**src/rtl/uart_tx_fifo_reader_pkg.sv**
```systemverilog
// uart_tx_fifo_reader_pkg: shared state encodings, parity mode codes and default bit period.
package uart_tx_fifo_reader_pkg;
  typedef enum logic [2:0] {
    ST_IDLE   = 3'd0,
    ST_POP    = 3'd1,
    ST_LOAD   = 3'd2,
    ST_START  = 3'd3,
    ST_DATA   = 3'd4,
    ST_PARITY = 3'd5,
    ST_STOP   = 3'd6
  } state_e;
  localparam int PAR_NONE = 0;
  localparam int PAR_EVEN = 1;
  localparam int PAR_ODD  = 2;
  localparam int DEFAULT_CLK_DIV = 434;
endpackage

```
**src/rtl/uart_tx_fifo_reader_bit_timer.sv**
```systemverilog
// uart_bit_timer: bit-period counter 0..CLK_DIV-1 with explicit reload.
// bit_pre_end flags the penultimate count so registered outputs can land on the final cycle.
module uart_bit_timer #(
  parameter int CLK_DIV   = 434,
  parameter int DIV_WIDTH = 16
) (
  input  logic clk_i,
  input  logic rst_i,
  input  logic restart,
  output logic bit_end,
  output logic bit_pre_end
);
  localparam logic [DIV_WIDTH-1:0] LAST = DIV_WIDTH'(CLK_DIV - 1);
  localparam logic [DIV_WIDTH-1:0] PRE  = DIV_WIDTH'(CLK_DIV - 2);
  logic [DIV_WIDTH-1:0] cnt_q, cnt_d;
  assign bit_end     = cnt_q == LAST;
  assign bit_pre_end = cnt_q == PRE;
  always_comb cnt_d = (restart || bit_end) ? '0 : cnt_q + DIV_WIDTH'(1);
  always_ff @(posedge clk_i or negedge rst_i)
    if (!rst_i) cnt_q <= '0;
    else cnt_q <= cnt_d;
endmodule

```
**src/rtl/uart_tx_fifo_reader.sv**
```systemverilog
// uart_tx_fifo_reader: pops one byte per frame from a registered-read FIFO and serialises it
// as start, 8 data bits LSB-first, optional parity and 1 or 2 stop bits.
module uart_tx_fifo_reader
  import uart_tx_fifo_reader_pkg::*;
#(
  parameter int CLK_DIV   = DEFAULT_CLK_DIV,
  parameter int DIV_WIDTH = 16,
  parameter int PARITY    = PAR_NONE,
  parameter int STOP_BITS = 1
) (
  input  logic       clk_i,
  input  logic       rst_i,
  input  logic       enable_i,
  input  logic       fifo_empty_i,
  input  logic [7:0] fifo_data_i,
  output logic       fifo_rd_o,
  output logic       tx_o,
  output logic       busy_o,
  output logic       done_o
);
  state_e     state_q, state_d;
  logic [7:0] shift_q, shift_d;
  logic [2:0] bit_q, bit_d;
  logic       par_q, par_d, tx_q, tx_d, done_q, done_d;
  logic       bit_end, bit_pre_end, start_ok, last_data, last_stop;

  assign start_ok  = enable_i && !fifo_empty_i;
  assign last_data = bit_q == 3'd7;
  assign last_stop = bit_q == 3'(STOP_BITS - 1);
  assign fifo_rd_o = state_q == ST_POP;
  assign busy_o    = state_q != ST_IDLE;
  assign tx_o      = tx_q;
  assign done_o    = done_q;

  // The timer is held at zero until the start bit so every bit period begins aligned.
  uart_bit_timer #(.CLK_DIV(CLK_DIV), .DIV_WIDTH(DIV_WIDTH)) u_timer (
    .clk_i       (clk_i),
    .rst_i       (rst_i),
    .restart     (state_q == ST_IDLE || state_q == ST_POP || state_q == ST_LOAD),
    .bit_end     (bit_end),
    .bit_pre_end (bit_pre_end)
  );

  always_ff @(posedge clk_i or negedge rst_i)
    if (!rst_i) begin
      state_q <= ST_IDLE;
      shift_q <= '0;
      bit_q   <= '0;
      par_q   <= 1'b0;
      tx_q    <= 1'b1;
      done_q  <= 1'b0;
    end else begin
      state_q <= state_d;
      shift_q <= shift_d;
      bit_q   <= bit_d;
      par_q   <= par_d;
      tx_q    <= tx_d;
      done_q  <= done_d;
    end

  always_comb begin
    state_d = state_q;
    case (state_q)
      ST_IDLE:   state_d = start_ok ? ST_POP : ST_IDLE;
      ST_POP:    state_d = ST_LOAD;
      ST_LOAD:   state_d = ST_START;
      ST_START:  state_d = bit_end ? ST_DATA : ST_START;
      ST_DATA:   if (bit_end && last_data) state_d = (PARITY != PAR_NONE) ? ST_PARITY : ST_STOP;
      ST_PARITY: state_d = bit_end ? ST_STOP : ST_PARITY;
      ST_STOP:   if (bit_end && last_stop) state_d = start_ok ? ST_POP : ST_IDLE;
      default:   state_d = ST_IDLE;
    endcase
  end

  always_comb begin
    shift_d = shift_q;
    bit_d   = bit_q;
    par_d   = par_q;
    tx_d    = tx_q;
    done_d  = 1'b0;
    case (state_q)
      ST_LOAD: begin
        shift_d = fifo_data_i;
        par_d   = (^fifo_data_i) ^ (PARITY == PAR_ODD);
        tx_d    = 1'b0;
        bit_d   = '0;
      end
      ST_START: if (bit_end) tx_d = shift_q[0];
      ST_DATA: if (bit_end) begin
        shift_d = shift_q >> 1;
        bit_d   = last_data ? 3'd0 : bit_q + 3'd1;
        tx_d    = last_data ? ((PARITY != PAR_NONE) ? par_q : 1'b1) : shift_q[1];
      end
      ST_PARITY: if (bit_end) tx_d = 1'b1;
      ST_STOP: begin
        done_d = bit_pre_end && last_stop;
        if (bit_end) bit_d = bit_q + 3'd1;
      end
      default: tx_d = 1'b1;
    endcase
  end
endmodule

```
**config.mk**
```make
export PLATFORM = sky130hd
export DESIGN_NAME = uart_tx_fifo_reader
export DESIGN_NICKNAME = d
export VERILOG_FILES = /design/src/rtl/uart_tx_fifo_reader_pkg.sv /design/src/rtl/uart_tx_fifo_reader_bit_timer.sv /design/src/rtl/uart_tx_fifo_reader.sv
export SDC_FILE = /design/constraint.sdc
export NUM_CORES = 1
export LEC_CHECK = 0
export BUFFER_PORTS_ARGS = -buffer_cell sky130_fd_sc_hd__buf_2
export CAP_MARGIN = 20
export CORE_ASPECT_RATIO = 0.8
export CORE_MARGIN = 2
export CORE_UTILIZATION = 44
export DETAILED_ROUTE_END_ITERATION = 16
export PLACE_DENSITY_LB_ADDON = 0.12
export SETUP_SLACK_MARGIN = 0.1
export SYNTH_ARGS = -nofsm -noshare
export SYNTH_HDL_FRONTEND = slang
export SYNTH_HIERARCHICAL = 1
export SYNTH_SLANG_ARGS = --single-unit
```
**constraint.sdc**
```tcl
create_clock -name clk_i -period 3.3 [get_ports clk_i]
set_input_delay 0.495 -clock clk_i [delete_from_list [all_inputs] [get_ports clk_i]]
set_output_delay 0.495 -clock clk_i [all_outputs]
set_load 0.05 [all_outputs]
```
# [Word-level counts from Yosys, hierarchy flattened]
# Index checks and enable logic that the tools add are counted.
[word_totals] word_cells=60 input_bits=12 ram_bits=0 latchBits=0 romBits=0 regBits=32 n_memories=0
[classes] n_mul=0 shift=0 n_reduce_logical=17 addsub=2 n_mux=19 eq_ne=15 bitwise_logic=1 div_mod_pow=0 magnitude_cmp=0
[ops] cell="== test 16 x 9 -> 1 bit, second input constant" count=2
[ops] cell="one-hot mux 3 bit (7 select lines)" count=1
[ops] cell="2-to-1 mux 3 bit" count=6
[ops] cell="adder 16 x 1 -> 16 bit, second input constant" count=1
[ops] cell="2-to-1 mux 16 bit" count=1
[ops] cell="one-hot mux 8 bit (2 select lines)" count=1
[ops] cell="== test 3 bit, second input constant" count=4
[ops] cell="inequality test 2 bit, second input constant" count=6
[ops] cell="one-hot mux 3 bit (3 select lines)" count=1
[ops] cell="2-to-1 mux 8 bit" count=1
[ops] cell="== test 3 x 2 -> 1 bit, second input constant" count=2
[ops] cell="zero test 3 bit" count=2
[ops] cell="2-to-1 mux 1 bit" count=6
[ops] cell="nonzero test 3 bit" count=2
[ops] cell="one-hot mux 1 bit (5 select lines)" count=1
[ops] cell="logical AND 1 bit" count=4
[ops] cell="AND reduction 2 bit" count=2
[ops] cell="AND reduction 4 bit" count=1
[ops] cell="adder 3 x 1 -> 3 bit, second input constant" count=1
[ops] cell="== test 3 x 1 -> 1 bit, second input constant" count=1
[ops] cell="logical OR 1 bit" count=3
[ops] cell="AND reduction 3 bit" count=1
[ops] cell="2-to-1 mux 2 bit" count=1
[ops] cell="nonzero test 2 bit" count=1
[ops] cell="2 further kinds" count=2

# [Logic depth before layout (Yosys ltp)]
[logic_depth] ltp_word=5 depth_mapped=8 depth_no_buf=7

# [Hierarchy]
# The synthesis kept the hierarchy.
[modules_own_cells] module="uart_tx_fifo_reader" seq_area_each_um2=401.6 cells_per_inst=94 n_inst=1 area_per_inst_um2=1013.5
[modules_own_cells] module="uart_bit_timer" seq_area_each_um2=400.4 cells_per_inst=88 n_inst=1 area_per_inst_um2=874.6

# [Least setup slack after synthesis]
# No wires, ideal clock.
[synth_path] kind="reg2reg" start="register u_timer.cnt_q[2]" end="register shift_q[0]" slack_ns=0.997 arrival_ns=2.178 path_buffers=0 setup_ns=0.125 path_stages_with_launch=6 period_less_slack_ns=2.303 required_ns=3.175 cell_sequence="dfrtp_1 or4_4 nor4_4 nand3b_1 a21oi_2 mux2_2"
[synth_via] elab_chain_cells=3
[synth_rtl] item="start, declared" line="uart_tx_fifo_reader_bit_timer.sv:15" rtl="logic [DIV_WIDTH-1:0] cnt_q, cnt_d;"
[synth_rtl] item="start signal, assigned" line="uart_tx_fifo_reader_bit_timer.sv:21" rtl="else cnt_q <= cnt_d;"
[synth_rtl] item="== test 16 x 9 -> 1 bit" line="uart_tx_fifo_reader_bit_timer.sv:16" rtl="assign bit_end = cnt_q == LAST;"
[synth_rtl] item="net bit_end" line="uart_tx_fifo_reader.sv:25" rtl="logic bit_end, bit_pre_end, start_ok, last_data, last_stop;"
[synth_rtl] item="inequality test 2 bit (no source line)"
[synth_rtl] item="AND reduction 2 bit (no source line)"
[synth_rtl] item="end signal, assigned" line="uart_tx_fifo_reader.sv:54" rtl="shift_q <= shift_d;"
[synth_rtl] item="end, declared" line="uart_tx_fifo_reader.sv:22" rtl="logic [7:0] shift_q, shift_d;"
# The timed path passes the listed nets, and every way through them passes these cells.
# A chain may end at the register's enable or synchronous reset.

# [Worst setup path in the final report]
[layout_path] start="register u_timer.cnt_q[9]" end="register shift_q[5]"
# The elaborated chain is that of the path after synthesis.

==> flow_summary.ini <==
[outcome]
status = complete, no violations

[yosys]
synth-edff-count = 0
synth_top_area_share_pct = 41.09
netlist_area_um2 = 1888
async_flop_share_pct = 100.0
yosys_warnings = 6
synth_cell_type_count = 49
synth-main-ff-cell = dfrtp_1
synth_fa_ha_area_share_pct = 4.639
synth_compound_area_share_pct = 9.874
yosys.area.top_type = dfrtp_1
avgSynthCellArea_um2 = 10.37
ys_seq_elements = 32
ys_top_cells_by_area = dfrtp_1 (41%), mux2_2 (8.9%), xnor2_1 (6.0%)
synth-simple-area-share_pct = 21.87
synth_mux_area_share_pct = 8.946
ys_seq_area_share_pct = 42.48
syn_inst = 182
yosys-top-cells-count = dfrtp_1 (31), nor2_1 (18), mux2_2 (15)
syn_nets = 201
yosysMostFrequentCell = dfrtp_1
synth-xor-area-share_pct = 6.494
synth_top_family_by_area = simple AND/OR/NAND/NOR gates

[floorplan]
num_io_pins = 16
die_area_um2 = 4834
die_x_um = 77.24
core_area_um2 = 4151
num_rows = 21
die_h_um = 62.59
initial_utilization_pct = 45.48

[pwr]
power_mw = 0.7840
powerDensity_nw_per_um2 = 375.6
ir_drop_mv = 0.2711
leakagePower_nw = 0.8995

[placed_design]
port_buffers = 15
hpwl_um = 2430
dp_cells = 247
dp_slack_ns = 0.7531
gp_congestion = 0.8325

[grt]
grt_overflow = 0
antenna_found_initial = 0
grt_start_max_net_pins = 33
grt_pass1_wl_um = 6161
grt_pass1_vias = 1297
grt_usage_pct = 16.05

[min_path]
hp-class = in2async

[layout]
layout.cells.non_filler = 255
num-nets-final = 216
fillers = 412
drive_gt1_share_pct = 24.24
postLayoutCoreUtil_pct = 50.27
antenna_cells = 0
synthToLayoutAreaGrowth_pct = 10.54

[routing]
initialDrtViolationCount = 98
via_per_inst = 5.247
routedWlPerCell_um = 13.59
drc = 0
totalWireLength_um = 3466
vias = 1338
ant_nets = 0
drt_first_pass_iters = 4

[timing]
hold_viol = 0
setup_viol = 0
finClkSkew_ns = 0.007688
post-route-period-util_pct = 76.41
drv_slew = 0
setup_ws_ns = 0.7784
slew_headroom_pct = 52.66
grt_setup_unrepaired = false
worst_slew_pin_slew_ns = 0.7102
finalCriticalPeriod_ns = 2.522
fmax_ghz = 0.3966
finalSetupTns_ns = 0

[setup_path]
criticalPathCategory = reg2reg
worst_ep_required_time_ns = 3.47
cp.arrival_ns = 2.69
worst_path_largest_cell_delay_ns = 0.58
cp_top_family = simple AND/OR/NAND/NOR gates
slowest_stage = or4_4
crit_chain = or4_4, nor4_4, buf_4, nand3b_1, a21oi_2, mux2_2
critPathBufInv = 1
critPathLaunchType = flip-flop
end_kind = flip-flop
path_max_fanout = 16

[cts]
cts_root_buf = clkbuf_8
cts_setup_buffers = 0
numCtsBuffers = 5
cts_tree = yes
htree_levels = 2
ctsResizeCount = 0
cts.reportedPaths.clkPinSlew_ns = 0.07
cts.sinks = 32
hold_buffers = 0
clock_latency_ns = 0.28
clk_path_buf_depth = 2

[run]
maxCapViolCount = 0
-- flip-flops by register name, summed over array words and instances, names as in the netlist --
| register | count |
|---|---|
| bit_q | 3 |
| done_o | 1 |
| shift_q | 8 |
| state_q | 3 |
| tx_o | 1 |
| u_timer/cnt_q | 16 |
-- final cells by class --
| cell class | instances | area [um^2] | share of cell area [%] |
|---|---|---|---|
| tap | 57 | 71.32 | 3.417 |
| inverter | 12 | 45.04 | 2.158 |
| clock inverter | 2 | 35.03 | 1.679 |
| clock buffer | 6 | 72.57 | 3.477 |
| sequential | 32 | 802.0 | 38.43 |
| multi-input combinational | 130 | 978.4 | 46.88 |
| timing repair buffer | 16 | 82.58 | 3.957 |
-- per-layer routing --
layer	vias up	track usage (%)	part of all wire (%)
li1	675	-	-
met2	16	24.13	44
met1	645	22.56	52
met5	-	0	0
met3	2	4.191	3.4
met4	0	5.357	0.52
-- worst register-to-register path, stage by stage, from the launching register on --
cell and delay (ns):
dfrtp_1 0.45, or4_4 0.58, nor4_4 0.25, buf_4 0.23, nand3b_1 0.13, a21oi_2 0.38, mux2_2 0.38
-- where the power goes --
| group | switching (mW) | internal [mW] |
|---|---|---|
| sequential | 0.00281 | 0.397 |
| clock | 0.137 | 0.224 |
| combinational | 0.0111 | 0.0118 |
-- cell families (layout without fill, tap and decap cells) --
| group | after synthesis | in the layout |
|---|---|---|
| AOI/OAI and AO/OA | 26 | 26 |
| xor gates and xnor gates | 14 | 14 |
| adders and majority gates | 7 | 7 |
| buffers and inverters | 20 | 36 |
| DFF | 32 | 32 |
| muxes | 15 | 15 |
| and+or+nand+nor | 68 | 68 |
-- path summary, 6_finish.rpt --
kind / slack (ns) / to / from / depth (start not counted)
max: 0.78 / shift_q[5] / u_timer/cnt_q[9] / 6
min: 0.27 / bit_q[0] / rst_i / 1
max reg2reg: 0.78 / shift_q[5] / u_timer/cnt_q[9] / 6
min reg2reg: 0.50 / shift_q[6] / shift_q[6] / 1
max in group asynchronous: 2.58 / u_timer/cnt_q[5] / rst_i / 1
min in group clk_i: 0.50 / shift_q[6] / shift_q[6] / 1
-- through the flow --
step                instance area (um^2)  hold WS, ns
floorplan                           1888       0.1994
global placement                    1979       0.4844
detailed placement                  1979       0.4892
CTS                                 2087       0.2904
global route                        2087       0.3332
finish                              2087       0.2677
-- layout by cell type, fill, tap and decap left out, types with 3 or more instances in the layout --
cell	n
o21ai_0	5
a31oi_1	3
inv_1	12
nand2_1	8
nor3_1	5
ha_1	7
a21oi_1	3
clkbuf_8	5
nand4_1	5
buf_2	15
dfrtp_1	31
nand3b_1	3
nand3_1	4
xnor2_1	13
nor2_1	18
nor4_1	5
mux2_2	15
(Power assumes the default switching activity.)
